[src/rtl/gpr_wb_sched_pkg.sv]
// Shared GPR file constants for the writeback scheduler and its scoreboard.
package gpr_wb_sched_pkg;

  localparam int GPR_WIDTH  = 32;
  localparam int GPR_NUM    = 32;
  localparam int REG_X0     = 0;
  localparam int STARVE_DEF = 4;

  // Width of a counter that must hold values 0..max_val inclusive.
  function automatic int cnt_width(input int max_val);
    return (max_val < 1) ? 1 : $clog2(max_val + 1);
  endfunction

endpackage

[src/rtl/gpr_scoreboard.sv]
// Busy-bit scoreboard: one bit per GPR, set on long issue, cleared on long
// writeback, with a three-index hazard lookup. Register x0 is never busy.
module gpr_scoreboard
  import gpr_wb_sched_pkg::*;
#(
  parameter int NUM = GPR_NUM,
  parameter int AW  = $clog2(NUM)
) (
  input  logic           clock,
  input  logic           reset,
  input  logic           set_en,
  input  logic [AW-1:0]  set_idx,
  input  logic           clr_en,
  input  logic [AW-1:0]  clr_idx,
  input  logic [AW-1:0]  rs1,
  input  logic [AW-1:0]  rs2,
  input  logic [AW-1:0]  rd,
  output logic           hazard,
  output logic [NUM-1:0] busy
);

  logic [NUM-1:0] busy_reg;
  logic [NUM-1:0] busy_next;

  assign busy_next[REG_X0] = 1'b0;

  // Set takes precedence only in theory; issue stalls on a busy rd, so a set
  // and a clear of the same register never coincide.
  genvar gi;
  generate
    for (gi = 1; gi < NUM; gi++) begin : g_busy
      assign busy_next[gi] = (set_en && set_idx == AW'(gi)) ? 1'b1 :
                             (clr_en && clr_idx == AW'(gi)) ? 1'b0 :
                             busy_reg[gi];
    end
  endgenerate

  always_ff @(posedge clock or posedge reset) begin
    if (reset) busy_reg <= '0;
    else       busy_reg <= busy_next;
  end

  assign hazard = busy_reg[rs1] | busy_reg[rs2] | busy_reg[rd];
  assign busy   = busy_reg;

endmodule

[src/rtl/gpr_wb_sched.sv]
// GPR write-port scheduler: arbitrates ALU (wb0) and long-latency (wb1)
// writebacks with starvation protection, and stalls issue on RAW/WAW hazards.
module gpr_wb_sched
  import gpr_wb_sched_pkg::*;
#(
  parameter int WIDTH      = GPR_WIDTH,
  parameter int NUM        = GPR_NUM,
  parameter int STARVE_MAX = STARVE_DEF,
  parameter int AW         = $clog2(NUM)
) (
  input  logic             clock,
  input  logic             reset,
  input  logic             issue_valid,
  input  logic [AW-1:0]    issue_rs1,
  input  logic [AW-1:0]    issue_rs2,
  input  logic [AW-1:0]    issue_rd,
  input  logic             issue_long,
  output logic             issue_stall,
  input  logic             wb0_valid,
  input  logic [AW-1:0]    wb0_rd,
  input  logic [WIDTH-1:0] wb0_data,
  output logic             wb0_ready,
  input  logic             wb1_valid,
  input  logic [AW-1:0]    wb1_rd,
  input  logic [WIDTH-1:0] wb1_data,
  output logic             wb1_ready,
  output logic [AW-1:0]    gpr_addr_w,
  output logic [WIDTH-1:0] gpr_data_w,
  output logic [NUM-1:0]   sb_busy
);

  localparam int CW = cnt_width(STARVE_MAX);
  localparam logic [CW-1:0] STARVE_LIM = CW'(STARVE_MAX);

  logic [CW-1:0] wait_cnt_reg;
  logic [CW-1:0] wait_cnt_next;
  logic          starved;
  logic          grant0;
  logic          grant1;
  logic          hazard;
  logic          set_en;

  assign starved = (wait_cnt_reg == STARVE_LIM);

  // Outputs are forced idle while reset is held, independent of the inputs.
  always_comb begin
    grant1     = 1'b0;
    grant0     = 1'b0;
    gpr_addr_w = '0;
    gpr_data_w = '0;
    if (!reset) begin
      grant1 = wb1_valid & (!wb0_valid | starved);
      grant0 = wb0_valid & !grant1;
      if (grant1) begin
        gpr_addr_w = wb1_rd;
        gpr_data_w = wb1_data;
      end else if (grant0) begin
        gpr_addr_w = wb0_rd;
        gpr_data_w = wb0_data;
      end
    end
  end

  assign wb0_ready = grant0;
  assign wb1_ready = grant1;

  always_comb begin
    wait_cnt_next = wait_cnt_reg;
    if (!wb1_valid || grant1)  wait_cnt_next = '0;
    else if (!starved)         wait_cnt_next = wait_cnt_reg + CW'(1);
  end

  always_ff @(posedge clock or posedge reset) begin
    if (reset) wait_cnt_reg <= '0;
    else       wait_cnt_reg <= wait_cnt_next;
  end

  assign issue_stall = !reset & issue_valid & hazard;
  assign set_en      = issue_valid & !hazard & issue_long & (issue_rd != AW'(REG_X0));

  gpr_scoreboard #(
    .NUM (NUM),
    .AW  (AW)
  ) u_scoreboard (
    .clock   (clock),
    .reset   (reset),
    .set_en  (set_en),
    .set_idx (issue_rd),
    .clr_en  (grant1),
    .clr_idx (wb1_rd),
    .rs1     (issue_rs1),
    .rs2     (issue_rs2),
    .rd      (issue_rd),
    .hazard  (hazard),
    .busy    (sb_busy)
  );

endmodule

[config.mk]
export PLATFORM = sky130hd
export DESIGN_NAME = gpr_wb_sched
export DESIGN_NICKNAME = d
export VERILOG_FILES = /design/src/rtl/gpr_wb_sched_pkg.sv /design/src/rtl/gpr_scoreboard.sv /design/src/rtl/gpr_wb_sched.sv
export SDC_FILE = /design/constraint.sdc
export NUM_CORES = 1
export LEC_CHECK = 0
export ABC_CLOCK_PERIOD_IN_PS = 3300
export BUFFER_PORTS_ARGS = -buffer_cell sky130_fd_sc_hd__buf_2
export CAP_MARGIN = 20
export CORE_MARGIN = 10
export CORE_UTILIZATION = 45
export CTS_CLUSTER_SIZE = 24
export DETAILED_ROUTE_END_ITERATION = 10
export PLACE_DENSITY = 0.93
export SLEW_MARGIN = 20
export SYNTH_ARGS = -nofsm -noshare
export SYNTH_HDL_FRONTEND = slang
export SYNTH_SLANG_ARGS = --single-unit
export TNS_END_PERCENT = 100
[constraint.sdc]
create_clock -name clock -period 3.3 [get_ports clock]
set_input_delay 0.33 -clock clock [delete_from_list [all_inputs] [get_ports clock]]
set_output_delay 0.33 -clock clock [all_outputs]
set_load 0.02 [all_outputs]
# Yosys cells after proc, flatten, opt, wreduce, memory -nomap -nowiden
# Cells that the tools add are included.
[totals] ff_bits=34 word_cells=288
[op_classes] add_sub_neg=1 magnitude_cmp=3 n_eq_ne=64 mux=78 bitwise=10 reduce_logical=100
[ops] operator="$eq 5x5->1 const B" count=32
[ops] operator="$mux 32" count=3
[ops] operator="$eq 5x4->1 const B" count=16
[ops] operator="$mux 1" count=67
[ops] operator="$logic_and 1x1->1" count=62
[ops] operator="$reduce_bool 2->1" count=31
[ops] operator="$eq 5x3->1 const B" count=8
[ops] operator="$eq 5x2->1 const B" count=4
[ops] operator="$lt 5x6->1 const B" count=3
[ops] operator="$bmux 1 s5" count=3
[ops] operator="$mux 5" count=3
[ops] operator="$eq 5x1->1 const B" count=2
[ops] operator="$and 1x1->1" count=7
[ops] operator="$mux 3" count=2
[ops] operator="$logic_not 1->1" count=5
[ops] operator="$reduce_bool 5->1" count=1
[ops] operator="$add 3x1->3 const B" count=1
[ops] operator="$eq 3x3->1 const B" count=1
[ops] operator="$or 1x1->1" count=3
[ops] operator="$ne 2x1->1 const B" count=1
[ops] operator="$logic_or 1x1->1" count=1

# Depth between registers and ports, before layout
[logic_depth] depth_word=10 mapped_depth=9 ltp_nobuf=8

# Modules after synthesis
# A second synthesis with hierarchy kept.
[hier_totals] cells_unflattened=298 hier_area_um2=2847.7
[by_module_without_submodules] mod="gpr_scoreboard" n_inst=1 cells_each=224 area_per_inst_um2=2218.4
[by_module_without_submodules] mod="gpr_wb_sched" n_inst=1 cells_each=74 area_per_inst_um2=629.4

# Least setup slack after synthesis
# No wires, ideal clock.
[synth_path] path_kind="input-to-output" startpoint="input port issue_rs2[2]" endpoint="output port issue_stall" arrival_ps=2442 required_time_ps=2970 slack_ps=528 path_stages=7 path_buffers=1 path_cell_list="clkbuf_1 mux4_2 nor4b_1 a41o_1 nor4_2 nand3_2 and3_1"
[synth_via] elab_chain_len=5
[synth_lines] item="start: declaration" line="gpr_wb_sched.sv:15" rtl="input logic [AW-1:0] issue_rs2,"
[synth_lines] item="$bmux 1 s5" line="gpr_scoreboard.sv:43" rtl="assign hazard = busy_reg[rs1] | busy_reg[rs2] | busy_reg[rd];"
[synth_lines] item="$mux 1 (implied by the code)" line="gpr_scoreboard.sv:43"
[synth_lines] item="$or 1x1->1 (2 in series)" line="gpr_scoreboard.sv:43"
[synth_lines] item="$and 1x1->1" line="gpr_wb_sched.sv:78" rtl="assign issue_stall = !reset & issue_valid & hazard;"
[synth_lines] item="end: declaration" line="gpr_wb_sched.sv:18" rtl="output logic issue_stall,"
# Every way passes these cells. The select of a mux whose other input is x is not followed.

# Worst setup path after layout
[layout_path] startpoint="register u_scoreboard.busy_reg[26] (netlist: u_scoreboard.busy[26])" endpoint="output port issue_stall"
[layout_via] elab_chain_len=5 word_cells_on_any_way=9
[layout_lines] item="start: declaration" line="gpr_scoreboard.sv:22" rtl="logic [NUM-1:0] busy_reg;"
[layout_lines] item="start signal: assignment" line="gpr_scoreboard.sv:40" rtl="else busy_reg <= busy_next;"
[layout_lines] item="$bmux 1 s5" line="gpr_scoreboard.sv:43"
[layout_lines] item="$mux 1 (implied by the code)" line="gpr_scoreboard.sv:43"
[layout_lines] item="$or 1x1->1" line="gpr_scoreboard.sv:43"
[layout_lines] item="$or 1x1->1 *" line="gpr_scoreboard.sv:43"
[layout_lines] item="$and 1x1->1 *" line="gpr_wb_sched.sv:78"
# Mark *: on every way between the ends. The rest lies on a longest branch, timed or not. The select of a mux whose other input is x is not followed.

==> impl_metrics.py <==
metrics = {
    "die": {
        "io_pins": 167,
        "dieWidth_um": 101,
        "initial_core_util_pct": 46.3,
        "die_h_um": 101,
        "die_area_mm2": 0.0102,
        "core.rowCount": 29,
        "fp.coreArea_mm2": 0.00635,
    },
    "hold_path": {
        "hold_class": "input port to async pin",
    },
    "timing": {
        "slew_headroom_pct": 38.6,
        "period_needed_ns": 3.10,
        "finalSetupTns_ns": 0,
        "finalHoldViolCount": 0,
        "fmax_mhz": 323,
        "grt_setup_unrepaired": "false",
        "fin_skew_ns": 0.00146,
        "tightest_slew_ns": 0.898,
        "period_share_pct": 93.9,
        "maxSlewViolCount": 0,
        "setup_viol": 0,
    },
    "synthesis": {
        "ys_warn_count": 0,
        "synth_seq_cells": 34,
        "synthCells": 303,
        "async_flop_share_pct": 100,
        "synth-main-ff-cell": "dfrtp_1",
        "yosysTopAreaCell": "dfrtp_1",
        "avgSynthCellArea_um2": 9.70,
        "ys_types": 55,
        "syn_nets": 400,
        "synth_edf_count": 0,
        "synth.top_cell.area_share_pct": 28.9,
        "seq_area_frac_synth_pct": 28.9,
        "ys_top_cells_by_area": "dfrtp_1, mux4_2, a22o_1",
        "synth_area_mm2": 0.00294,
    },
    "setup_path": {
        "cp.arrival_ns": 2.77,
        "critPathSlowestCell": "mux4_2",
        "worstSetupEndpointType": "primary output",
        "r2r_end": "u_scoreboard.busy[29]",
        "cp_max_fo": 5,
        "crit_top_cell": "mux4_2",
        "setup.worst_path.start_class": "flop",
        "cp_top_family": "multiplexers",
        "r2r-start": "u_scoreboard.busy[26]",
        "worst-setup-path-type": "flop to primary output",
        "crit_chain": "mux4_2, mux4_2, nand2b_1, a311oi_2, nand3_2, and3_1, buf_2",
        "reg2reg_depth": 6,
        "ff2ff_setup_slack_ns": 0.57,
        "cpPeakStageDelay_ns": 0.49,
        "cp.buffers_inverters": 1,
        "crit_required_ns": 2.97,
    },
    "route": {
        "via_per_inst": 6.51,
        "drc": 0,
        "first_iter_violations": 470,
        "vias": 3481,
        "drt-total-wl_um": 13100,
        "drt_pass1_iterations": 5,
        "postRouteAntennaNets": 0,
        "avgRoutedWirePerCell_um": 24.5,
    },
    "clock_tree": {
        "htreeDepth": 2,
        "cts_resized": 0,
        "cts_root_buffer": "clkbuf_8",
        "cts_setup_buffers": 0,
        "clock_path_buffers": 2,
        "cts_hold_buf": 0,
        "cts_buffers": 5,
        "cts.reportedPaths.clkPinSlew_ns": 0.06,
        "worstSkewPairLatency_ns": 0.29,
        "clock-sinks": 34,
        "cts_tree": "yes",
    },
    "cells_and_area": {
        "multiInputGateArea_mm2": 0.00196,
        "layout.nets": 551,
        "synthToLayoutAreaGrowth_pct": 32.2,
        "largest_register_ffs": 31,
        "drive_gt1_share_pct": 48.7,
        "fill_cells": 513,
        "layout_common_cells": "buf_2, a22o_1, dfrtp_1",
        "seq_area_um2": 851,
        "final_common_cell": "buf_2",
    },
    "job": {
        "drv_cap": 0,
    },
    "place": {
        "hpwl_um": 10500,
        "portBuffers": 165,
        "place_congestion": 0.970,
    },
    "global_routing": {
        "grt_most_used_layer": "met2",
        "antenna_found_initial": 3,
        "grt-ovfl-total": 0,
        "first_global_vias": 3556,
        "grt_use_met2_pct": 41.2,
        "grt_use_met1_pct": 24.8,
        "grt_pass1_wl_um": 19300,
        "grt_max_degree": 45,
        "grt_usage_pct": 24.2,
        "grt_util_met3_pct": 11.5,
    },
    "power_and_ir_drop": {
        "p_per_area_mw_per_mm2": 403,
        "p_leak_nw": 1.89,
        "peakVddDrop_uv": 199,
        "finalPower_mw": 1.57,
    },
    "run_status": {
        "outcome": "finished clean",
    },
}
## Yosys cell counts (2+ instances only)
cell type / n
a22o_1: 37
dfrtp_1: 34
o21ai_0: 24
clkbuf_1: 20
mux4_2: 18
nand3_1: 13
o21ai_1: 13
nand2_1: 11
nor2_1: 11
o31ai_1: 11
o21ai_2: 10
nor2b_1: 9
nand2b_1: 8
inv_1: 7
mux2_2: 6
mux2i_1: 5
or3_1: 5
nand4_1: 4
nand4b_1: 4
a21oi_1: 3
buf_1: 3
nand3b_1: 3
nor3_1: 3
o41ai_1: 3
a221oi_1: 2
and3_1: 2
and4_1: 2
buf_4: 2
ha_1: 2
nand4_2: 2
or2_2: 2
## kinds of logic after synthesis
group	count (synthesis)	share of synthesized area [%]
fa+ha+maj	2	0.851
xor+xnor	1	0.298
flops	34	28.9
other cells	1	0.128
mux	30	18.2
buf+inv	34	4.90
compound gates	116	29.4
simple gates	85	17.3
## layer usage
layer | vias up | wire (um)
li1 | 1509 | -
met1 | 1630 | 4270
met2 | 296 | 6430
met3 | 46 | 1940
met4 | 0 | 442
met5 | - | 0
## metrics by stage
| stage | setup WS (ns) | util [%] | area (um^2) | instances | hold WS [ns] |
|---|---|---|---|---|---|
| after floorplan | 0.528 | - | 2940 | 303 | 0.482 |
| after global placement | 0.414 | 59.8 | 3800 | 524 | 0.468 |
| after detailed placement | 0.372 | 59.8 | 3800 | 524 | 0.474 |
| after CTS | 0.231 | 61.0 | 3880 | 531 | 0.167 |
| after global routing | 0.130 | 61.2 | 3890 | 535 | 0.205 |
| final | 0.202 | 61.2 | 3890 | 535 | 0.153 |
## how the worst max path moves through the flow
stage	startpoint	end	slack [ns]	depth (start not counted)
finish	u_scoreboard.busy[26]	issue_stall	0.20	7
global route	u_scoreboard.busy[31]	issue_stall	0.13	7
CTS	u_scoreboard.busy[30]	issue_stall	0.23	7
detailed placement	issue_rd[3]	issue_stall	0.37	9
global placement	issue_rd[3]	issue_stall	0.41	9
floorplan	issue_rs2[2]	issue_stall	0.53	7
## power breakdown
part	internal [mW]	switching, mW	leakage [nW]
Combinational	0.285	0.391	1.40
Clock	0.145	0.144	0.0383
Sequential	0.483	0.120	0.453
## layout make-up
class                   count  share of cell area (%)
diodes                      4                   0.258
clock buffers               7                    1.96
inverters                   7                   0.676
multi-input cells         235                    50.3
flip-flops and latches     34                    21.9
well taps                  77                    2.48
repair buffers            171                    22.4
## worst reg2reg max path: cells and delay by family, from the launching register on
kind             cells  cell delay (ns)
multiplexers         2             0.99
AND/OR/NAND/NOR      2             0.52
flip-flops           1             0.44
AO/OA/AOI/OAI        2             0.71
No activity file was read; power rests on OpenSTA's default activity.
